## src/rtl/fader_gain_if.sv

```systemverilog
// Bundles the fader sample stream, gain control and status lines.
// The design drives the slave side; the upstream filter and control drive the master side.
interface fader_gain_if #(
   parameter int GAIN_W = 16
);
   logic signed [15:0]  faderIn;
   logic                sampleValid;
   logic [GAIN_W-1:0]   targetGain;
   logic                mute;
   logic signed [15:0]  faderOut;
   logic                faderValid;
   logic                rampActive;
   logic                clipFlag;
   logic [1:0]          dbgState;
   logic [GAIN_W-1:0]   dbgGain;

   modport master (
      output faderIn, sampleValid, targetGain, mute,
      input  faderOut, faderValid, rampActive, clipFlag, dbgState, dbgGain
   );

   modport slave (
      input  faderIn, sampleValid, targetGain, mute,
      output faderOut, faderValid, rampActive, clipFlag, dbgState, dbgGain
   );
endinterface

```

## src/rtl/fader_gain.sv

```systemverilog
// Channel fader: ramped Q2.14 gain, 2-stage multiply/round/saturate pipeline, clip indicator.
// Optional clip-hold stretching is enabled with the macro FADER_CLIP_HOLD_EN.
module fader_gain #(
   parameter int                GAIN_W            = 16,
   parameter logic [GAIN_W-1:0] STEP              = GAIN_W'(16'h0100),
   parameter logic [GAIN_W-1:0] RESET_GAIN        = '0,
   parameter int                CLIP_HOLD_SAMPLES = 2400
) (
   input logic          clk,
   input logic          reset,
   fader_gain_if.slave  bus
);
   // Handshake: sampleValid is a one-cycle strobe with no backpressure; each strobe
   // yields exactly one faderValid strobe two clocks later, and one sample per clock is accepted.

   localparam int PW = GAIN_W + 17;
   localparam logic [1:0] IDLE      = 2'd0;
   localparam logic [1:0] RAMP_UP   = 2'd1;
   localparam logic [1:0] RAMP_DOWN = 2'd2;
   localparam logic [1:0] MUTED     = 2'd3;
   localparam logic signed [PW-1:0] HALF = PW'(8192);
   localparam logic signed [PW-1:0] MAXV = PW'(32767);
   localparam logic signed [PW-1:0] MINV = PW'(-32768);

   logic [GAIN_W-1:0]    curGain, effTarget, nextGain, gainDiff;
   logic [1:0]           state, nextState;
   logic signed [PW-1:0] inExt, gainExt, product, prodReg, rounded;
   logic signed [15:0]   outReg, satVal;
   logic                 s1Valid, validReg, rampReg, clipReg, satHit;

   always_comb begin
      effTarget = bus.mute ? '0 : bus.targetGain;
      nextGain  = curGain;
      gainDiff  = '0;
      if (curGain < effTarget) begin
         gainDiff = effTarget - curGain;
         nextGain = curGain + ((gainDiff > STEP) ? STEP : gainDiff);
      end else if (curGain > effTarget) begin
         gainDiff = curGain - effTarget;
         nextGain = curGain - ((gainDiff > STEP) ? STEP : gainDiff);
      end
      // State reflects the gain after this sample's step has been applied
      if (nextGain < effTarget)      nextState = RAMP_UP;
      else if (nextGain > effTarget) nextState = RAMP_DOWN;
      else if (effTarget == '0)      nextState = MUTED;
      else                           nextState = IDLE;
   end

   always_comb begin
      inExt   = PW'(bus.faderIn);
      gainExt = PW'({1'b0, curGain});
      product = inExt * gainExt;
      // Adding half an LSB before the arithmetic shift rounds ties toward +inf
      rounded = (prodReg + HALF) >>> 14;
      satHit  = 1'b0;
      if (rounded > MAXV) begin
         satVal = 16'sh7FFF;
         satHit = 1'b1;
      end else if (rounded < MINV) begin
         satVal = -16'sh8000;
         satHit = 1'b1;
      end else begin
         satVal = rounded[15:0];
      end
   end

   always_ff @(posedge clk or posedge reset) begin
      if (reset) begin
         curGain  <= RESET_GAIN;
         state    <= IDLE;
         rampReg  <= 1'b0;
         prodReg  <= '0;
         s1Valid  <= 1'b0;
         outReg   <= '0;
         validReg <= 1'b0;
      end else begin
         s1Valid  <= bus.sampleValid;
         validReg <= s1Valid;
         if (bus.sampleValid) begin
            prodReg <= product;
            curGain <= nextGain;
            state   <= nextState;
            rampReg <= (nextState == RAMP_UP) || (nextState == RAMP_DOWN);
         end
         if (s1Valid) outReg <= satVal;
      end
   end

`ifdef FADER_CLIP_HOLD_EN
   localparam int CW = $clog2(CLIP_HOLD_SAMPLES + 1);
   logic [CW-1:0] holdCnt;

   // Each clean output after a clip consumes one hold count while the flag stays up
   always_ff @(posedge clk or posedge reset) begin
      if (reset) begin
         holdCnt <= '0;
         clipReg <= 1'b0;
      end else if (s1Valid) begin
         if (satHit) begin
            holdCnt <= CW'(CLIP_HOLD_SAMPLES);
            clipReg <= 1'b1;
         end else if (holdCnt != '0) begin
            holdCnt <= holdCnt - CW'(1);
            clipReg <= 1'b1;
         end else begin
            clipReg <= 1'b0;
         end
      end
   end
`else
   always_ff @(posedge clk or posedge reset) begin
      if (reset)        clipReg <= 1'b0;
      else if (s1Valid) clipReg <= satHit;
   end
`endif

   assign bus.faderOut   = outReg;
   assign bus.faderValid = validReg;
   assign bus.rampActive = rampReg;
   assign bus.clipFlag   = clipReg;
   assign bus.dbgState   = state;
   assign bus.dbgGain    = curGain;
endmodule

```

## src/flat_wrapper.sv

```systemverilog
// flat-port wrapper written by rule: the top's interface ports become plain ports
module fader_gain_flat 
#(
   parameter int                GAIN_W            = 16,
   parameter logic [GAIN_W-1:0] STEP              = GAIN_W'(16'h0100),
   parameter logic [GAIN_W-1:0] RESET_GAIN        = '0,
   parameter int                CLIP_HOLD_SAMPLES = 2400
)
  (clk, reset, bus_faderIn, bus_sampleValid, bus_targetGain, bus_mute, bus_faderOut, bus_faderValid, bus_rampActive, bus_clipFlag, bus_dbgState, bus_dbgGain);
  fader_gain_if #(.GAIN_W(GAIN_W)) bus_i ();
  input logic clk;
  input logic reset;
  input wire logic [$bits(bus_i.faderIn)-1:0] bus_faderIn;
  input wire logic [$bits(bus_i.sampleValid)-1:0] bus_sampleValid;
  input wire logic [$bits(bus_i.targetGain)-1:0] bus_targetGain;
  input wire logic [$bits(bus_i.mute)-1:0] bus_mute;
  output wire logic [$bits(bus_i.faderOut)-1:0] bus_faderOut;
  output wire logic [$bits(bus_i.faderValid)-1:0] bus_faderValid;
  output wire logic [$bits(bus_i.rampActive)-1:0] bus_rampActive;
  output wire logic [$bits(bus_i.clipFlag)-1:0] bus_clipFlag;
  output wire logic [$bits(bus_i.dbgState)-1:0] bus_dbgState;
  output wire logic [$bits(bus_i.dbgGain)-1:0] bus_dbgGain;
  assign bus_i.faderIn = bus_faderIn;
  assign bus_i.sampleValid = bus_sampleValid;
  assign bus_i.targetGain = bus_targetGain;
  assign bus_i.mute = bus_mute;
  assign bus_faderOut = bus_i.faderOut;
  assign bus_faderValid = bus_i.faderValid;
  assign bus_rampActive = bus_i.rampActive;
  assign bus_clipFlag = bus_i.clipFlag;
  assign bus_dbgState = bus_i.dbgState;
  assign bus_dbgGain = bus_i.dbgGain;
  fader_gain #(.GAIN_W(GAIN_W), .STEP(STEP), .RESET_GAIN(RESET_GAIN), .CLIP_HOLD_SAMPLES(CLIP_HOLD_SAMPLES)) u_core (.clk(clk), .reset(reset), .bus(bus_i));
endmodule
```

## config.mk

```make
export PLATFORM = sky130hd
export DESIGN_NAME = fader_gain_flat
export DESIGN_NICKNAME = d
export VERILOG_FILES = /design/src/rtl/fader_gain_if.sv /design/src/rtl/fader_gain.sv /design/src/flat_wrapper.sv
export SDC_FILE = /design/constraint.sdc
export NUM_CORES = 1
export LEC_CHECK = 0
export ABC_AREA = 1
export BUFFER_PORTS_ARGS = -buffer_cell sky130_fd_sc_hd__clkbuf_2
export CORE_ASPECT_RATIO = 0.8
export CORE_MARGIN = 4
export CORE_UTILIZATION = 45
export DETAILED_ROUTE_END_ITERATION = 8
export GPL_TIMING_DRIVEN = 0
export SETUP_SLACK_MARGIN = 0.2
export SYNTH_ARGS = -nofsm -noshare
export SYNTH_HDL_FRONTEND = slang
export SYNTH_SLANG_ARGS = --single-unit
```

## constraint.sdc

```tcl
create_clock -name clk -period 8.35 [get_ports clk]
set_input_delay 0.835 -clock clk [delete_from_list [all_inputs] [get_ports clk]]
set_output_delay 0.835 -clock clk [all_outputs]
set_load 0.01 [all_outputs]
```

==> results of run 1 <==
-- synth_stat cells, drive strengths merged (10+ instances only) --
| cell | instances | share of area (%) |
|---|---|---|
| buf | 16 | 0.64 |
| a31oi | 25 | 1.3 |
| xor2 | 31 | 1.8 |
| ha | 193 | 15 |
| nor2 | 136 | 3.6 |
| nand4 | 14 | 0.65 |
| dfrtp | 58 | 9.2 |
| clkbuf | 69 | 1.6 |
| nor3 | 19 | 0.84 |
| o21ai | 89 | 2.8 |
| fa | 196 | 25 |
| a21o | 10 | 0.47 |
| a21oi | 111 | 3.5 |
| nand2 | 589 | 14 |
| or2 | 19 | 0.75 |
| inv | 527 | 12 |
| xnor2 | 14 | 0.77 |
| nand3 | 86 | 2.8 |
-- final timing paths --
path / from / to / slack, ps / cells past startpoint
max reg2reg: u_core.bus.dbgGain[8] / u_core.bus.dbgState[0] / 730 / 36
max in group asynchronous: reset / u_core.prodReg[28] / 7420 / 4
max: u_core.bus.dbgGain[8] / u_core.bus.dbgState[0] / 730 / 36
min reg2reg: u_core.bus.faderOut[0] / u_core.bus.faderOut[0] / 490 / 2
min in group clk: u_core.bus.faderOut[0] / u_core.bus.faderOut[0] / 490 / 2
min: reset / u_core.bus.dbgGain[8] / 330 / 2
-- state kept, by name, indices dropped and copies added (netlist names) --
register               count
u_core.bus.clipFlag        1
u_core.bus.faderOut       16
u_core.prodReg            20
u_core.bus.dbgGain        16
u_core.bus.rampActive      1
u_core.s1Valid             1
u_core.bus.faderValid      1
u_core.bus.dbgState        2
-- through the flow --
stage | instances | hold slack (ps) | setup slack (ps) | setup TNS (ps)
2_1_floorplan | 2265 | 426.7 | 1797 | 0
3_3_place_gp | 2795 | 468.9 | -314.6 | -601.5
3_5_place_dp | 2797 | 476.9 | -259.9 | -449.6
4_1_cts | 2813 | 321.6 | 359.6 | 0
5_1_grt | 2816 | 339.8 | 260.2 | 0
6_report | 2816 | 326.0 | 732.8 | 0
-- final cells by class --
type | count | area [µm²] | share of cell area (%)
Multi-Input combinational cell | 1593 | 12090 | 70.39
Inverter | 529 | 1989 | 11.58
Sequential cell | 58 | 1451 | 8.450
Tap cell | 472 | 590.6 | 3.438
Buffer | 85 | 370.4 | 2.156
Timing Repair Buffer | 62 | 352.8 | 2.054
Clock buffer | 9 | 225.2 | 1.311
Clock inverter | 7 | 102.6 | 0.5974
Antenna cell | 1 | 2.502 | 0.01457
-- metal layers --
| layer | part of all wire (%) | global-route usage (%) |
|---|---|---|
| met1 | 48 | 40.41 |
| met2 | 42 | 40.44 |
| met3 | 8.2 | 4.704 |
| met4 | 2.5 | 6.517 |
| met5 | 0.061 | 0 |
-- timing repair --
action,CTS,global route
endpoints found under the setup margin,2,3
resized for setup,1,18
buffers inserted,0,2
-- cell families (layout without fill, tap and decap cells) --
| kind of cell | after synthesis | after routing | share of synthesized area, % |
|---|---|---|---|
| xor gates and xnor gates | 45 | 45 | 2.585 |
| buffers and inverters | 614 | 692 | 14.82 |
| AOI/OAI and AO/OA | 264 | 264 | 9.667 |
| and+or+nand+nor | 883 | 883 | 23.67 |
| adders and majority gates | 389 | 389 | 40.04 |
| DFF | 58 | 58 | 9.168 |
| other | 2 | 13 | 0.04744 |
==> impl_metrics.tcl, run 1 <==
set metrics [dict create \
    setup_viol 0 \
    coreArea_mm2 0.03473 \
    io_pins 73 \
    start_util_pct 45.58 \
    grt.overflow.total 0 \
    final_common_cell "nand2_1" \
    grt_pass1_wl_um 80600 \
    rsz0062_at_grt "no" \
    syn_area_per_cell_um2 7.020 \
    grt_pass1_vias 14420 \
    die-area_mm2 0.03826 \
    ys_types 56 \
    drc_errors 0 \
    grt.total_usage_pct 26.94 \
    root_buffer "clkbuf_16" \
    postCtsHoldBufs 0 \
    fill_cells 3606 \
    slew_headroom_pct 48.48 \
    worst_path_dominant_cell_family "simple AND/OR/NAND/NOR gates" \
    dieHeight_um 175.8 \
    drt-initial-drc-count 1120 \
    outcome "finished, final reports clean" \
    yosysWarningCount 0 \
    firstDrtPassIters 8 \
    totalWireLength_um 50440 \
    vias 14550 \
    slowest_delay_ps 550 \
    cpMostUsedCell "nand2_1" \
    period_share_pct 91.22 \
    place.gp.congestion 0.9898 \
    final_cell_area_mm2 0.01718 \
    drive_gt1_share_pct 7.128 \
    skew_ps 7.724 \
    ys.flop_type "dfrtp_1" \
    final-hold-violation-count 0 \
    clock_sinks 58 \
    syn_inst 2255 \
    cts_tree "built" \
    final_util_pct 49.46 \
    nNetsFinal 2763 \
    crit_buf_inv 5 \
    die_x_um 217.7 \
    slew_violations 0 \
    portBuffers 58 \
    crit_path_end_kind "flop" \
    routed_via_density 5.168 \
    hpwl_um 43220 \
    ys_ff_latch 58 \
    synth-edff-count 0 \
    path_class "reg -> reg" \
    antenna_found_initial 6 \
    clock_latency_ps 340 \
    cp.arrival_ps 7900 \
    async_flop_share_pct 100.0 \
    tightest_slew_ps 772.9 \
    synth_area_mm2 0.01583 \
    wl_per_cell_um 17.91 \
    max_freq_ghz 0.1313 \
    crit_required_ps 8630 \
    startpoint_type "flop" \
    htreeDepth 3 \
    cpMaxStageDelayCell "clkbuf_1" \
    clockBufferDepth 2 \
    area_delta_synth_final_pct 8.497 \
    final_cell_mix "nand2_1, inv_1, fa_1" \
    holdCritPathClass "in -> async" \
    cp_max_fo 9 \
    rows 61 \
    ys_seq_area_share_pct 9.169 \
    cts_made_buffers 9 \
    grt_max_degree 38 \
    antenna_left 0 \
    min_period_ps 7617 \
    place_area_mm2 0.01680 \
    clkTransAtPathRegs_ps 60 \
    drv_cap 0 \
]
Power of run 1 is not shown: default switching activity piles up to over one toggle a cycle in this logic, so the estimate is an artifact.
==> run 2, diff against run 1 <==
--- a/config.mk
+++ b/config.mk
@@ -7,7 +7,6 @@
 export LEC_CHECK = 0
 export ABC_AREA = 1
 export BUFFER_PORTS_ARGS = -buffer_cell sky130_fd_sc_hd__clkbuf_2
-export CORE_ASPECT_RATIO = 0.8
 export CORE_MARGIN = 4
 export CORE_UTILIZATION = 45
 export DETAILED_ROUTE_END_ITERATION = 8
==> run 2 against run 1 <==
Critical path depth rose by 5. Via count fell by 0.49%. First-iteration DRC count fell by 25%. Cell area fell by 0.31%. Setup slack improved by 75 ps. Highest routed layer is now met4.
==> impl_metrics.tcl, run 2 (synthesis results as in run 1) <==
set metrics [dict create \
    cp_max_fo 10 \
    place.gp.congestion 0.9407 \
    cts_setup_buffers 0 \
    slew_violations 0 \
    slew_headroom_pct 49.65 \
    startpoint_type "input port" \
    hold_path_depth 2 \
    area_delta_synth_final_pct 8.165 \
    firstDrtPassIters 5 \
    antenna_found_initial 0 \
    crit_required_ps 8620 \
    cts_made_buffers 9 \
    min_to "u_core.bus.faderOut[15]" \
    cpMostUsedCell "nand2_1" \
    portBuffers 58 \
    coreArea_mm2 0.03463 \
    htreeDepth 3 \
    grt_pass1_wl_um 81010 \
    nNetsFinal 2760 \
    drc_errors 0 \
    final_cell_mix "nand2_1, inv_1, fa_1" \
    placedCellCount 2779 \
    final.setup.worst_slack_ps 808.3 \
    vias 14480 \
    reg2reg_depth 41 \
    die-area_mm2 0.03824 \
    grt.total_usage_pct 26.49 \
    crit_cells 41 \
    totalWireLength_um 49880 \
    cts_tree "built" \
    final_common_cell "nand2_1" \
    largest_reg_flops 20 \
    slowest_delay_ps 450 \
    clockBufferDepth 2 \
    setup-tns-final_ps 0 \
    cpMaxStageDelayCell "ha_1" \
    max_freq_ghz 0.1326 \
    start_util_pct 45.71 \
    final_cells 2795 \
    timing.rr.end "u_core.bus.dbgState[0]" \
    grt_max_degree 40 \
    final-hold-violation-count 0 \
    post-place-ws_ps 176.0 \
    period_share_pct 90.32 \
    antenna_left 0 \
    grt_pass1_vias 14960 \
    die_x_um 195.6 \
    root_buffer "clkbuf_16" \
    holdCritPathClass "reg -> reg" \
    setup_viol 0 \
    clkTransAtPathRegs_ps 60 \
    register_area_mm2 0.001451 \
    rrSetupSlack_ps 850 \
    dieHeight_um 195.6 \
    outcome "finished, final reports clean" \
    drt-initial-drc-count 843 \
    grt.overflow.total 0 \
    io_pins 73 \
    routed_via_density 5.181 \
    worst_path_dominant_cell_family "simple AND/OR/NAND/NOR gates" \
    crit_path_start "bus_mute" \
    clock_sinks 58 \
    regMostFlops "u_core.prodReg" \
    rows 68 \
    diodes 0 \
    drv_cap 0 \
    rsz0062_at_grt "no" \
    reg2reg_from "u_core.bus.dbgGain[9]" \
    clock_latency_ps 330 \
    final_util_pct 49.45 \
    crit_buf_inv 4 \
    hpwl_um 42910 \
    tightest_slew_ps 744.7 \
    cp.arrival_ps 7810 \
    path_class "in -> reg" \
    min_period_ps 7542 \
    hold_path_startpoint "u_core.bus.faderOut[15]" \
    multi_input_area_mm2 0.01208 \
    crit_path_end_kind "flop" \
    fill_cells 3556 \
    wl_per_cell_um 17.85 \
    skew_ps 7.370 \
    drive_gt1_share_pct 7.179 \
]
-- run 2: stage by stage --
stage / hold WS [ps] / instance area (µm²)
finish: 481.2 / 17120
global route: 504.6 / 17120
CTS: 488.2 / 17100
detailed placement: 473.3 / 16750
global placement: 469.0 / 16730
floorplan: 426.7 / 15870
-- run 2: worst max-delay path by stage --
stage	to	slack, ps
final	u_core.bus.dbgState[0]	810
after detailed placement	u_core.bus.dbgState[0]	180
after global routing	u_core.bus.dbgState[0]	340
after floorplan	u_core.prodReg[28]	1800
after global placement	u_core.bus.dbgState[0]	200
after CTS	u_core.bus.dbgState[0]	480
-- run 2: cell type report --
class                           count  area share [%]
Multi-Input combinational cell   1593           70.53
Inverter                          529           11.62
Sequential cell                    58           8.476
Tap cell                          455           3.325
Buffer                             85           2.192
Timing Repair Buffer               59           1.812
Clock buffer                        9           1.315
Clock inverter                      7          0.7307
-- run 2: timing repair --
item | CTS | global route
endpoints found under the setup margin | 0 | 3
gates resized for setup | 0 | 26
hold buffers | 0 | 0
endpoints found under the hold margin | 0 | 0
-- run 2: worst register-to-register path, delay by kind of cell, from the launching register on --
kind | cells | cell delay, ps
DFF | 1 | 530
buffers and inverters | 5 | 1090
adders and majority gates | 3 | 960
AOI/OAI and AO/OA | 11 | 1940
and+or+nand+nor | 22 | 2910
-- run 2: metal layers --
layer	vias up	track usage, %	wire length [µm]
met5	-	0	0
met4	0	7.680	1600
met3	73	1.484	2239
met2	434	46.18	23790
met1	6968	35.76	22250
li1	7006	-	-
Power of run 2 is left out for the same reason.
==> run 3, diff against run 2 <==
==> constraint.sdc (replaced) <==
create_clock -name clk -period 6.6 [get_ports clk]
set_input_delay 0.66 -clock clk [delete_from_list [all_inputs] [get_ports clk]]
set_output_delay 0.66 -clock clk [all_outputs]
set_load 0.01 [all_outputs]
==> run 3 against run 2 <==
Cell count increased by 1.7%. Global-route usage increased by 0.35 points. Setup slack got worse by 390 ps. Clock skew about the same. Hold slack got worse by 170 ps. Flip-flop and latch count unchanged. Critical endpoint unchanged. Cell area increased by 7.6%. Critical path depth decreased by 10. Wire length increased by 3.0%. Non-clock buffer count increased by 47. Via count increased by 1.9%. Largest cell class unchanged. Register-to-register slack got worse by 430 ps.
==> impl_metrics.tcl, run 3 (synthesis results as in run 1) <==
set metrics [dict create \
    slew_violations 0 \
    final_cell_area_mm2 0.01843 \
    final-hold-violation-count 0 \
    largest_reg_flops 20 \
    place_area_mm2 0.01675 \
    cts_tree "built" \
    cp.arrival_ps 6450 \
    cpMostUsedCell "inv_1" \
    antenna_left 0 \
    cts_made_buffers 9 \
    rows 68 \
    skew_ps 7.178 \
    area_delta_synth_final_pct 16.40 \
    tightest_slew_ps 823.6 \
    clkTransAtPathRegs_ps 60 \
    final_cell_mix "nand2_1, inv_1, fa_1" \
    grt.total_usage_pct 26.84 \
    drive_gt1_share_pct 15.12 \
    period_share_pct 93.67 \
    nNetsFinal 2807 \
    slew_headroom_pct 44.59 \
    final_common_cell "nand2_1" \
    max_freq_ghz 0.1618 \
    grt_pass1_wl_um 81970 \
    start_util_pct 45.71 \
    wl_per_cell_um 18.07 \
    htreeDepth 3 \
    drc_errors 0 \
    crit_required_ps 6870 \
    routed_via_density 5.191 \
    place.gp.congestion 0.9407 \
    totalWireLength_um 51360 \
    whs_ps 315.9 \
    diodes 0 \
    crit_path_end_kind "flop" \
    grt_pass1_vias 15120 \
    portBuffers 58 \
    slowest_delay_ps 430 \
    path_class "reg -> reg" \
    holdCritPathClass "in -> async" \
    grt_max_degree 40 \
    rsz0062_at_grt "yes" \
    min_period_ps 6182 \
    firstDrtPassIters 5 \
    startpoint_type "flop" \
    drt-initial-drc-count 944 \
    io_pins 73 \
    cp_max_fo 8 \
    die-area_mm2 0.03824 \
    final_cells 2842 \
    cpMaxStageDelayCell "dfrtp_2" \
    regMostFlops "u_core.prodReg" \
    die_x_um 195.6 \
    outcome "finished, final reports clean" \
    placedCellCount 2779 \
    clock_sinks 58 \
    postCtsHoldBufs 0 \
    drv_cap 0 \
    root_buffer "clkbuf_16" \
    dieHeight_um 195.6 \
    hpwl_um 42910 \
    setup_viol 0 \
    vias 14750 \
    coreArea_mm2 0.03463 \
    clock_latency_ps 330 \
    grt.overflow.total 0 \
    clockBufferDepth 2 \
    antenna_found_initial 0 \
    final_util_pct 53.21 \
]
run 3: critical path: cells and delay by family, from the launching register on:
family / cells / cell delay (ps)
fa+ha+maj: 4 / 1450
compound gates: 11 / 1670
flops: 1 / 430
simple gates: 9 / 1420
buf+inv: 6 / 790
xor+xnor: 1 / 330
run 3: cell type report:
cell class / count / area (µm²)
Buffer: 84 / 798.3
Clock buffer: 9 / 225.2
Clock inverter: 7 / 125.1
Fill cell: 3460 / 16200
Inverter: 529 / 2009
Multi-Input combinational cell: 1593 / 12560
Sequential cell: 58 / 1470
Tap cell: 455 / 569.3
Timing Repair Buffer: 107 / 670.6
run 3: worst paths after layout:
check,start,end,slack (ps),cells after the start
hold reg to reg,u_core.bus.faderOut[15],u_core.bus.faderOut[15],480,2
max in group asynchronous,reset,u_core.bus.dbgGain[14],5710,3
min in group clk,bus_sampleValid,u_core.s1Valid,450,1
hold / removal,reset,u_core.bus.faderOut[0],320,2
setup / recovery,u_core.bus.dbgGain[0],u_core.bus.dbgState[0],420,31
setup reg to reg,u_core.bus.dbgGain[0],u_core.bus.dbgState[0],420,31
run 3: layer usage:
layer	part of all wire [%]	track usage, %
met3	4.3	1.639
met5	0	0
met1	45	36.37
met2	48	46.26
met4	3.3	8.301
run 3: per-stage QoR:
stage / setup TNS [ps] / setup slack (ps)
finish: 0 / 417.7
CTS: 0 / 164.7
detailed placement: -14060 / -1399
global placement: -13320 / -1371
global route: 0 / 103.2
floorplan: 0 / 221.6
run 3: what timing repair did:
| action | in CTS | in global routing |
|---|---|---|
| endpoints found under the setup margin | 23 | 14 |
| pin swaps | 5 | 16 |
| resized for setup | 189 | 141 |
| setup buffers | 14 | 34 |
| gates cloned | 0 | 0 |
Power of run 3 is left out for the same reason.
